`config.mk`:
```
export PLATFORM = sky130hd
export DESIGN_NAME = rom_line_cache_flat
export DESIGN_NICKNAME = d
export VERILOG_FILES = /design/src/rtl/rom_line_cache_if.sv /design/src/rtl/rom_line_cache.sv /design/src/flat_wrapper.sv
export SDC_FILE = /design/constraint.sdc
export NUM_CORES = 1
export LEC_CHECK = 0
export CORE_AREA = 2 2 145 147
export DETAILED_ROUTE_END_ITERATION = 16
export DIE_AREA = 0 0 147 149
export SLEW_MARGIN = 20
export SYNTH_ARGS = -nofsm -noshare
export SYNTH_HDL_FRONTEND = slang
export SYNTH_SLANG_ARGS = --single-unit
```
`constraint.sdc`:
```
create_clock -name clk -period 5.9 [get_ports clk]
set_input_delay 1.18 -clock clk [delete_from_list [all_inputs] [get_ports clk]]
set_output_delay 1.18 -clock clk [all_outputs]
set_load 0.1 [all_outputs]
```
`src/rtl/rom_line_cache_if.sv`:
```
// Bus bundle for rom_line_cache: client byte-request port and spi_mem line-fetch port.
// The slave modport is the cache; the master modport is its environment (client + spi_mem).
interface rom_line_cache_if #(
    parameter int ADDR_W = 24
);
    logic              req_valid;
    logic [ADDR_W-1:0] req_addr;
    logic              req_select;
    logic              req_ready;
    logic [7:0]        req_rdata;

    logic [ADDR_W-1:0] mem_addr;
    logic              mem_valid;
    logic              mem_we;
    logic              mem_select;
    logic [1:0]        mem_length;
    logic [31:0]       mem_wdata;
    logic [31:0]       mem_rdata;
    logic              mem_ready;

    modport slave (
        input  req_valid, req_addr, req_select, mem_rdata, mem_ready,
        output req_ready, req_rdata, mem_addr, mem_valid, mem_we, mem_select,
               mem_length, mem_wdata
    );

    modport master (
        output req_valid, req_addr, req_select, mem_rdata, mem_ready,
        input  req_ready, req_rdata, mem_addr, mem_valid, mem_we, mem_select,
               mem_length, mem_wdata
    );
endinterface

```
`src/rtl/rom_line_cache.sv`:
```
// Two-line (flash / PSRAM) byte read cache in front of spi_mem on the sample-ROM path.
// Optional hit/miss counters are enabled by defining ROM_LINE_CACHE_STATS_EN.
module rom_line_cache #(
    parameter int         ADDR_W   = 24,
    parameter logic [1:0] LINE_LEN = 2'd3
) (
    input  logic                  clk,
    input  logic                  reset,
    input  logic                  flush,
    rom_line_cache_if.slave       bus
`ifdef ROM_LINE_CACHE_STATS_EN
    ,
    output logic [15:0]           hit_count,
    output logic [15:0]           miss_count
`endif
);
    localparam int TAG_W = ADDR_W - 2;

    typedef enum logic [1:0] {
        S_IDLE  = 2'd0,
        S_FETCH = 2'd1,
        S_HOLD  = 2'd2
    } state_t;

    state_t            r_state;
    logic [1:0]        r_valid;
    logic [TAG_W-1:0]  r_tag [2];
    logic [31:0]       r_data [2];
    logic              r_flush_seen;
    logic              r_req_ready;
    logic [7:0]        r_req_rdata;
    logic              r_mem_valid;
    logic [ADDR_W-1:0] r_mem_addr;
    logic              r_mem_select;

    logic              w_hit;
    logic              w_hit_rsp;
    logic              w_fill;

    function automatic logic [7:0] byte_of(input logic [31:0] word, input logic [1:0] k);
        logic [7:0] b;
        case (k)
            2'd0:    b = word[7:0];
            2'd1:    b = word[15:8];
            2'd2:    b = word[23:16];
            default: b = word[31:24];
        endcase
        return b;
    endfunction

    // Hit detection; a flush in the same cycle forces the request down the miss path.
    always_comb begin
        w_hit     = r_valid[bus.req_select]
                    && (r_tag[bus.req_select] == bus.req_addr[ADDR_W-1:2])
                    && !flush;
        w_hit_rsp = (r_state == S_IDLE) && bus.req_valid && w_hit;
        w_fill    = (r_state == S_FETCH) && bus.mem_ready;
    end

    // Request/fetch state machine with the line storage and all registered outputs.
    always_ff @(posedge clk or posedge reset) begin
        if (reset) begin
            r_state      <= S_IDLE;
            r_valid      <= 2'b00;
            r_tag[0]     <= '0;
            r_tag[1]     <= '0;
            r_data[0]    <= 32'd0;
            r_data[1]    <= 32'd0;
            r_flush_seen <= 1'b0;
            r_req_ready  <= 1'b0;
            r_req_rdata  <= 8'd0;
            r_mem_valid  <= 1'b0;
            r_mem_addr   <= '0;
            r_mem_select <= 1'b0;
        end else begin
            r_req_ready <= 1'b0;
            if (flush) begin
                r_valid <= 2'b00;
            end else begin
                r_valid <= r_valid;
            end
            case (r_state)
                S_IDLE: begin
                    if (w_hit_rsp) begin
                        r_req_ready <= 1'b1;
                        r_req_rdata <= byte_of(r_data[bus.req_select], bus.req_addr[1:0]);
                        r_state     <= S_HOLD;
                    end else if (bus.req_valid) begin
                        r_mem_valid  <= 1'b1;
                        r_mem_addr   <= {bus.req_addr[ADDR_W-1:2], 2'b00};
                        r_mem_select <= bus.req_select;
                        r_flush_seen <= 1'b0;
                        r_state      <= S_FETCH;
                    end else begin
                        r_state <= S_IDLE;
                    end
                end
                S_FETCH: begin
                    if (w_fill) begin
                        r_mem_valid                <= 1'b0;
                        r_data[r_mem_select]       <= bus.mem_rdata;
                        r_tag[r_mem_select]        <= r_mem_addr[ADDR_W-1:2];
                        // A flush anywhere in the fetch leaves the freshly filled line invalid.
                        r_valid[r_mem_select]      <= !(r_flush_seen || flush);
                        if (bus.req_valid) begin
                            r_req_ready <= 1'b1;
                            r_req_rdata <= byte_of(bus.mem_rdata, bus.req_addr[1:0]);
                            r_state     <= S_HOLD;
                        end else begin
                            r_state <= S_IDLE;
                        end
                    end else if (flush) begin
                        r_flush_seen <= 1'b1;
                    end else begin
                        r_flush_seen <= r_flush_seen;
                    end
                end
                S_HOLD: begin
                    r_state <= S_IDLE;
                end
                default: begin
                    r_state     <= S_IDLE;
                    r_mem_valid <= 1'b0;
                end
            endcase
        end
    end

    assign bus.req_ready  = r_req_ready;
    assign bus.req_rdata  = r_req_rdata;
    assign bus.mem_valid  = r_mem_valid;
    assign bus.mem_addr   = r_mem_addr;
    assign bus.mem_select = r_mem_select;
    assign bus.mem_we     = 1'b0;
    assign bus.mem_length = LINE_LEN;
    assign bus.mem_wdata  = 32'd0;

`ifdef ROM_LINE_CACHE_STATS_EN
    logic [15:0] r_hit_count;
    logic [15:0] r_miss_count;

    // Saturating hit/miss counters, cleared together with the lines on flush.
    always_ff @(posedge clk or posedge reset) begin
        if (reset) begin
            r_hit_count  <= 16'd0;
            r_miss_count <= 16'd0;
        end else if (flush) begin
            r_hit_count  <= 16'd0;
            r_miss_count <= 16'd0;
        end else begin
            if (w_hit_rsp && (r_hit_count != 16'hFFFF)) begin
                r_hit_count <= r_hit_count + 16'd1;
            end else begin
                r_hit_count <= r_hit_count;
            end
            if (w_fill && (r_miss_count != 16'hFFFF)) begin
                r_miss_count <= r_miss_count + 16'd1;
            end else begin
                r_miss_count <= r_miss_count;
            end
        end
    end

    assign hit_count  = r_hit_count;
    assign miss_count = r_miss_count;
`endif
endmodule

```
`src/flat_wrapper.sv`:
```
// flat-port wrapper written by rule: the top's interface ports become plain ports
module rom_line_cache_flat 
#(
    parameter int         ADDR_W   = 24,
    parameter logic [1:0] LINE_LEN = 2'd3
)
  (clk, reset, flush, bus_req_valid, bus_req_addr, bus_req_select, bus_mem_rdata, bus_mem_ready, bus_req_ready, bus_req_rdata, bus_mem_addr, bus_mem_valid, bus_mem_we, bus_mem_select, bus_mem_length, bus_mem_wdata);
  rom_line_cache_if #(.ADDR_W(ADDR_W)) bus_i ();
  input  logic clk;
  input  logic reset;
  input  logic flush;
  input wire logic [$bits(bus_i.req_valid)-1:0] bus_req_valid;
  input wire logic [$bits(bus_i.req_addr)-1:0] bus_req_addr;
  input wire logic [$bits(bus_i.req_select)-1:0] bus_req_select;
  input wire logic [$bits(bus_i.mem_rdata)-1:0] bus_mem_rdata;
  input wire logic [$bits(bus_i.mem_ready)-1:0] bus_mem_ready;
  output wire logic [$bits(bus_i.req_ready)-1:0] bus_req_ready;
  output wire logic [$bits(bus_i.req_rdata)-1:0] bus_req_rdata;
  output wire logic [$bits(bus_i.mem_addr)-1:0] bus_mem_addr;
  output wire logic [$bits(bus_i.mem_valid)-1:0] bus_mem_valid;
  output wire logic [$bits(bus_i.mem_we)-1:0] bus_mem_we;
  output wire logic [$bits(bus_i.mem_select)-1:0] bus_mem_select;
  output wire logic [$bits(bus_i.mem_length)-1:0] bus_mem_length;
  output wire logic [$bits(bus_i.mem_wdata)-1:0] bus_mem_wdata;
  assign bus_i.req_valid = bus_req_valid;
  assign bus_i.req_addr = bus_req_addr;
  assign bus_i.req_select = bus_req_select;
  assign bus_i.mem_rdata = bus_mem_rdata;
  assign bus_i.mem_ready = bus_mem_ready;
  assign bus_req_ready = bus_i.req_ready;
  assign bus_req_rdata = bus_i.req_rdata;
  assign bus_mem_addr = bus_i.mem_addr;
  assign bus_mem_valid = bus_i.mem_valid;
  assign bus_mem_we = bus_i.mem_we;
  assign bus_mem_select = bus_i.mem_select;
  assign bus_mem_length = bus_i.mem_length;
  assign bus_mem_wdata = bus_i.mem_wdata;
  rom_line_cache #(.ADDR_W(ADDR_W), .LINE_LEN(LINE_LEN)) u_core (.clk(clk), .reset(reset), .flush(flush), .bus(bus_i));
endmodule
```
==> results of run 1 <==
## synth_stat cells
library cell / count / area, sq um
mux2_1: 17 / 191
nor3b_1: 2 / 15.0
buf_6: 3 / 33.8
mux2i_1: 29 / 290
nand3_1: 4 / 20.0
nor3_1: 2 / 10.0
nand4_1: 1 / 6.26
a21boi_0: 1 / 7.51
inv_1: 2 / 7.51
mux4_2: 22 / 495
o21a_1: 1 / 7.51
clkbuf_1: 17 / 63.8
nor2b_1: 4 / 25.0
o31a_1: 1 / 8.76
buf_1: 2 / 7.51
buf_2: 2 / 10.0
nand3b_1: 1 / 7.51
nand4b_1: 1 / 8.76
a2111oi_2: 1 / 15.0
conb_1: 2 / 7.51
a2111oi_0: 1 / 8.76
o21ai_0: 13 / 65.1
mux2_2: 122 / 1370
nor2_1: 5 / 18.8
nor4_1: 4 / 25.0
a311oi_1: 1 / 8.76
a21oi_1: 1 / 5.00
a31oi_1: 1 / 6.26
nand2_1: 14 / 52.6
xnor2_1: 22 / 193
o21ai_4: 2 / 32.5
buf_4: 38 / 285
dfrtp_1: 146 / 3650
nand2b_1: 2 / 12.5
o22a_1: 1 / 8.76
## state kept, by name, indices dropped and copies added, names as in the netlist
register and flops:
u_core.bus.req_ready 1, u_core.bus.req_rdata 8, u_core.r_valid 2, u_core.r_data 64
u_core.r_state 2, u_core.r_tag 44, u_core.bus.mem_select 1, u_core.bus.mem_valid 1
u_core.r_flush_seen 1, u_core.bus.mem_addr 22
## layout by cell type (no fill, tap or decap), types with 3 or more instances in the layout
master           Yosys  final
buf_4               38      5
clkbuf_16            0     17
clkdlybuf4s50_1      0     92
clkinv_2             0      4
clkinv_4             0      3
clkinvlp_4           0      3
conb_1               2     37
dfrtp_1            146    146
mux2_1              17     17
mux2_2             122    122
mux2i_1             29     29
mux4_2              22     22
nand2_1             14     14
nand3_1              4      3
nor2_1               5      4
nor2b_1              4      3
nor4_1               4      4
o21ai_0             13     13
xnor2_1             22     22
## kinds of logic (layout without fill, tap and decap cells)
| group | Yosys count | after routing | share of synthesized area, % |
|---|---|---|---|
| AOI/OAI and AO/OA | 24 | 24 | 2.49 |
| xor gates and xnor gates | 22 | 22 | 2.76 |
| buffers and inverters | 64 | 133 | 5.84 |
| DFF | 146 | 146 | 52.3 |
| muxes | 190 | 190 | 33.6 |
| other | 2 | 37 | 0.107 |
| and+or+nand+nor | 40 | 40 | 2.88 |
## layout make-up
type	instances	area [sq um]	area share (%)
tap	275	344	3.99
clock inverter	12	108	1.25
multi-input combinational	313	3070	35.7
timing repair buffer	99	968	11.2
clock buffer	20	457	5.30
inverter	2	12.5	0.145
sequential	146	3650	42.4
## path summary, 6_finish.rpt
kind	cells after the start	slack (ns)	to
hold reg to reg	1	0.50	u_core.r_data[10]$_DFFE_PP0P_
setup / recovery	8	2.03	u_core.bus.mem_addr[3]$_DFFE_PP0P_
max in group asynchronous	3	3.38	u_core.bus.mem_addr[5]$_DFFE_PP0P_
hold / removal	1	0.50	u_core.r_data[10]$_DFFE_PP0P_
min in group asynchronous	2	1.33	u_core.r_data[22]$_DFFE_PP0P_
setup reg to reg	5	2.83	u_core.r_data[38]$_DFFE_PP0P_
## power by group
group / total [uW] / switching [uW] / leakage (uW) / internal (uW)
logic: 1800 / 1060 / 0.00154 / 733
registers: 1730 / 270 / 0.00174 / 1460
clock network: 1030 / 424 / 0.000272 / 602
## stage by stage
stage / cell area, sq um / utilization, % / power (uW) / hold WS, ns / instances
6_report: 8620 / 41.9 / 4550 / 0.502 / 867
5_1_grt: 8620 / 41.9 / 4790 / 0.514 / 867
4_1_cts: 8620 / 41.9 / 4610 / 0.507 / 867
3_5_place_dp: 8050 / 39.2 / 3560 / 0.493 / 835
3_3_place_gp: 8050 / 39.2 / 3490 / 0.483 / 835
2_1_floorplan: 7120 / - / 3140 / 0.474 / 523
## metal layers
layer,track usage (%),up-vias
met4,4.18,0
met2,23.2,131
met1,17.0,2178
li1,-,1878
met5,0,-
met3,3.88,19
## critical path: cells and delay by family
family,cells,cell delay [ns]
xor+xnor,1,0.09
mux,2,0.69
buf+inv,2,0.78
simple gates,2,0.60
compound gates,1,0.80
==> results.py, run 1 <==
metrics = {
    "floorplan": {
        "die_area_sq_um": 21900,
        "row_count": 53,
        "io_pins": 132,
        "start_util_pct": 34.0,
        "die_y_microns": 149,
        "die_x_microns": 147,
        "coreArea_sq_um": 20600,
    },
    "timing": {
        "slew_violations": 0,
        "setup_viol": 0,
        "setup_tns_ns": 0,
        "fmaxAchievable_mhz": 259,
        "slew_headroom_pct": 33.7,
        "finalHoldViolCount": 0,
        "final.setup.worst_slack_ns": 2.03,
        "grt_setup_unrepaired": "no",
        "fin_crit_sh_pct": 65.5,
        "finalClockSkew_ns": 0.00942,
        "period_needed_ns": 3.87,
        "worst-slew-pin-transition_ns": 0.991,
    },
    "route": {
        "firstDrtPassIters": 4,
        "wl_microns": 14600,
        "drt_iter0_markers": 180,
        "antenna_left": 0,
        "vias_per_cell": 4.85,
        "wl_met3_microns": 735,
        "wl_met2_microns": 7320,
        "dr_total_vias": 4206,
        "routedWlPerCell_microns": 16.8,
        "m1WireLength_microns": 6310,
        "topRoutingLayerUsed": "met4",
        "post-route-drc-count": 0,
    },
    "finish": {
        "fill_cells": 1909,
        "fin_nets": 641,
        "drive_gt1_share_pct": 31.9,
        "area_growth_pct": 23.3,
        "diodes": 0,
    },
    "cts": {
        "cts.sinks": 146,
        "post_cts_buffers": 0,
        "hold_buffers": 0,
        "cts_root_buf": "clkbuf_16",
        "post_cts_resized": 0,
        "clk_pin_slew_ns": 0.06,
        "cts_buffers": 17,
        "tritoncts": "built",
        "clockBufferDepth": 2,
        "cts_max_level": 4,
        "clock_latency_ns": 0.41,
    },
    "setup_path": {
        "crit_path_start_kind": "input port",
        "endpoint_kind": "flop",
        "r2r_start": "u_core.r_state[1]$_DFFE_PP0N_",
        "critPathMaxStageDelay_ns": 0.80,
        "worst_path_max_delay_cell": "o21ai_4",
        "cp_data_required_time_ns": 6.20,
        "critical_path_class": "in2reg",
        "crit_start": "bus_req_select",
        "crit_arrival_ns": 4.16,
        "path_cells": "buf_2 -> buf_4 -> mux2i_1 -> xnor2_1 -> nor4_1 -> nand4_1 -> o21ai_4 -> mux2_2",
        "path_max_fanout": 26,
    },
    "synth": {
        "synth_cells": 488,
        "ys_seq_area_share_pct": 52.3,
        "yosysUniqueCellTypes": 35,
        "avgSynthCellArea_sq_um": 14.3,
        "netlist_area_sq_um": 6990,
        "synth_seq_cells": 146,
        "ys_warn_count": 0,
    },
    "power_and_ir_drop": {
        "pwr_density_cell_nw_per_um2": 529,
        "peakVddDrop_uv": 368,
        "total_leakage_power_uw": 0.00356,
    },
    "place": {
        "routabilityCongestion": 0.735,
        "hpwl_microns": 9690,
        "portBuffers": 94,
        "place_ws_ns": 1.53,
    },
    "grt": {
        "grt_pass1_vias": 4303,
        "grtUsageTotal_pct": 13.6,
        "grt_max_degree": 104,
        "grt_antenna_before_repair": 0,
        "grt_overflow": 0,
        "grt_pass1_wl_microns": 23200,
    },
    "run_status": {
        "status": "finished, final reports clean",
    },
    "min_path": {
        "min_path_type": "reg2reg",
        "hp-start": "u_core.r_data[10]$_DFFE_PP0P_",
    },
    "run": {
        "maxCapViolCount": 0,
    },
}
Power figures use the tool's default switching activity.
==> run 2, diff against run 1 <==
Clock period 5.9 ns to 3.25 ns, I/O delays scaled along.
==> results.py, run 2 (same netlist as run 1, synthesis figures left out) <==
metrics = {
    "timing": {
        "slew_violations": 0,
        "setup_viol": 0,
        "holdWs_ns": 0.476,
        "finalClockSkew_ns": 0.0113,
        "grt_setup_unrepaired": "no",
        "period_needed_ns": 2.74,
        "finalHoldViolCount": 0,
        "setup_tns_ns": 0,
        "fin_crit_sh_pct": 84.4,
        "slew_headroom_pct": 38.7,
        "fmaxAchievable_mhz": 365,
        "worst-slew-pin-transition_ns": 0.919,
    },
    "cts": {
        "clockBufferDepth": 2,
        "cts_buffers": 17,
        "cts_max_level": 4,
        "cts.sinks": 146,
        "clk_pin_slew_ns": 0.06,
        "hold_buffers": 0,
        "post_cts_buffers": 0,
        "post_cts_resized": 0,
        "cts_root_buf": "clkbuf_16",
        "clock_latency_ns": 0.42,
        "tritoncts": "built",
    },
    "setup_path": {
        "crit_arrival_ns": 3.03,
        "critPathMaxStageDelay_ns": 0.44,
        "path_buf_inv": 2,
        "endpoint_kind": "flop",
        "path_max_fanout": 19,
        "crit_path_start_kind": "input port",
        "worst_path_max_delay_cell": "buf_2",
        "path_cells": "buf_2 -> buf_12 -> mux2i_1 -> xnor2_1 -> nor4_1 -> nand3_1 -> o21ai_4 -> mux2_2",
        "path_delay_family": "buffers and inverters",
        "cp_data_required_time_ns": 3.54,
        "critical_path_class": "in2reg",
    },
    "finish": {
        "final_common_cell": "dfrtp_1",
        "fin_cells": 875,
        "final_cell_mix": "dfrtp_1, mux2_2, clkdlybuf4s50_1",
        "drive_gt1_share_pct": 38.2,
        "largest_register_ffs": 64,
        "top_register": "u_core.r_data",
        "fin_area_sq_um": 8670,
        "diodes": 0,
        "area_growth_pct": 24.0,
        "fin_nets": 649,
    },
    "power_and_ir_drop": {
        "peakVddDrop_uv": 577,
        "totalPowerFinal_uw": 8380,
        "combPwrFrac_pct": 38.6,
        "pwr_density_cell_nw_per_um2": 967,
        "switching_share_pct": 38.2,
        "p_switching_uw": 3200,
        "clkPwrFrac_pct": 23.9,
        "pwr-share-seq_pct": 37.5,
        "intPower_uw": 5180,
        "total_leakage_power_uw": 0.00366,
    },
    "route": {
        "drt_iter0_markers": 139,
        "dr_total_vias": 4174,
        "vias_per_cell": 4.77,
        "post-route-drc-count": 0,
        "wl_microns": 14600,
        "routedWlPerCell_microns": 16.7,
        "antenna_left": 0,
        "firstDrtPassIters": 4,
    },
    "grt": {
        "use_met2_pct": 23.6,
        "grt_use_met3_pct": 3.82,
        "top_usage_layer": "met2",
        "grt_pass1_vias": 4504,
        "grt.met1_usage_pct": 18.1,
        "grt_overflow": 0,
        "grt_antenna_before_repair": 0,
        "grt_max_degree": 74,
        "grt_pass1_wl_microns": 24100,
        "grtUsageTotal_pct": 14.1,
    },
    "place": {
        "routabilityCongestion": 0.686,
        "postPlaceCellArea_sq_um": 8070,
        "portBuffers": 94,
        "dp_cells": 843,
        "hpwl_microns": 10100,
    },
    "floorplan": {
        "die_y_microns": 149,
        "coreArea_sq_um": 20600,
        "die_area_sq_um": 21900,
        "row_count": 53,
        "die_x_microns": 147,
        "start_util_pct": 34.0,
        "io_pins": 132,
    },
    "run_status": {
        "status": "finished, final reports clean",
    },
    "run": {
        "maxCapViolCount": 0,
    },
    "min_path": {
        "min_path_type": "in2async",
    },
}
run 2: cell types whose count changed in the layout (fill, tap and decap cells not counted), moves of 2 or more:
cell	change
clkdlybuf4s50_1	-33
bufinv_16	+2
buf_4	+38
buf_12	+3
run 2: final cells by class:
type	count	area (sq um)
clock inverters	12	155
well taps	275	344
fillers	1911	11900
multi-input cells	313	3070
repair buffers	107	983
inverters	2	11.3
flip-flops and latches	146	3650
clock buffers	20	447
run 2: metal layers:
metal / vias up / wire length [microns]
li1: 1889 / -
met3: 10 / 685
met5: - / 0
met1: 2155 / 6620
met2: 120 / 7170
met4: 0 / 133
run 2: final timing paths:
path | end | depth (start not counted) | slack (ns) | start
hold reg to reg | u_core.r_data[50]$_DFFE_PP0P_ | 1 | 0.50 | u_core.r_data[50]$_DFFE_PP0P_
max in group asynchronous | u_core.r_tag[25]$_DFFE_PP0P_ | 3 | 2.11 | reset
setup reg to reg | u_core.bus.req_rdata[7]$_DFFE_PP0P_ | 7 | 1.01 | u_core.r_tag[2]$_DFFE_PP0P_
min in group clk | u_core.r_data[50]$_DFFE_PP0P_ | 1 | 0.50 | u_core.r_data[50]$_DFFE_PP0P_
hold / removal | u_core.r_tag[38]$_DFFE_PP0P_ | 2 | 0.48 | reset
setup / recovery | u_core.bus.req_rdata[7]$_DFFE_PP0P_ | 8 | 0.51 | bus_req_select
run 2: power groups by stage:
stage	registers, uW	logic (uW)	clock network, uW
floorplan	4040	1660	0
global placement	3120	3200	0
detailed placement	3180	3260	0
CTS	3150	3270	2050
global route	3250	3430	2140
finish	3140	3230	2000
run 2: stage by stage:
step | utilization (%) | setup slack [ns]
after floorplan | - | 0.618
after global placement | 39.2 | 0.0676
after detailed placement | 39.2 | 0.0198
after CTS | 42.2 | 0.451
after global routing | 42.2 | 0.227
final | 42.2 | 0.508
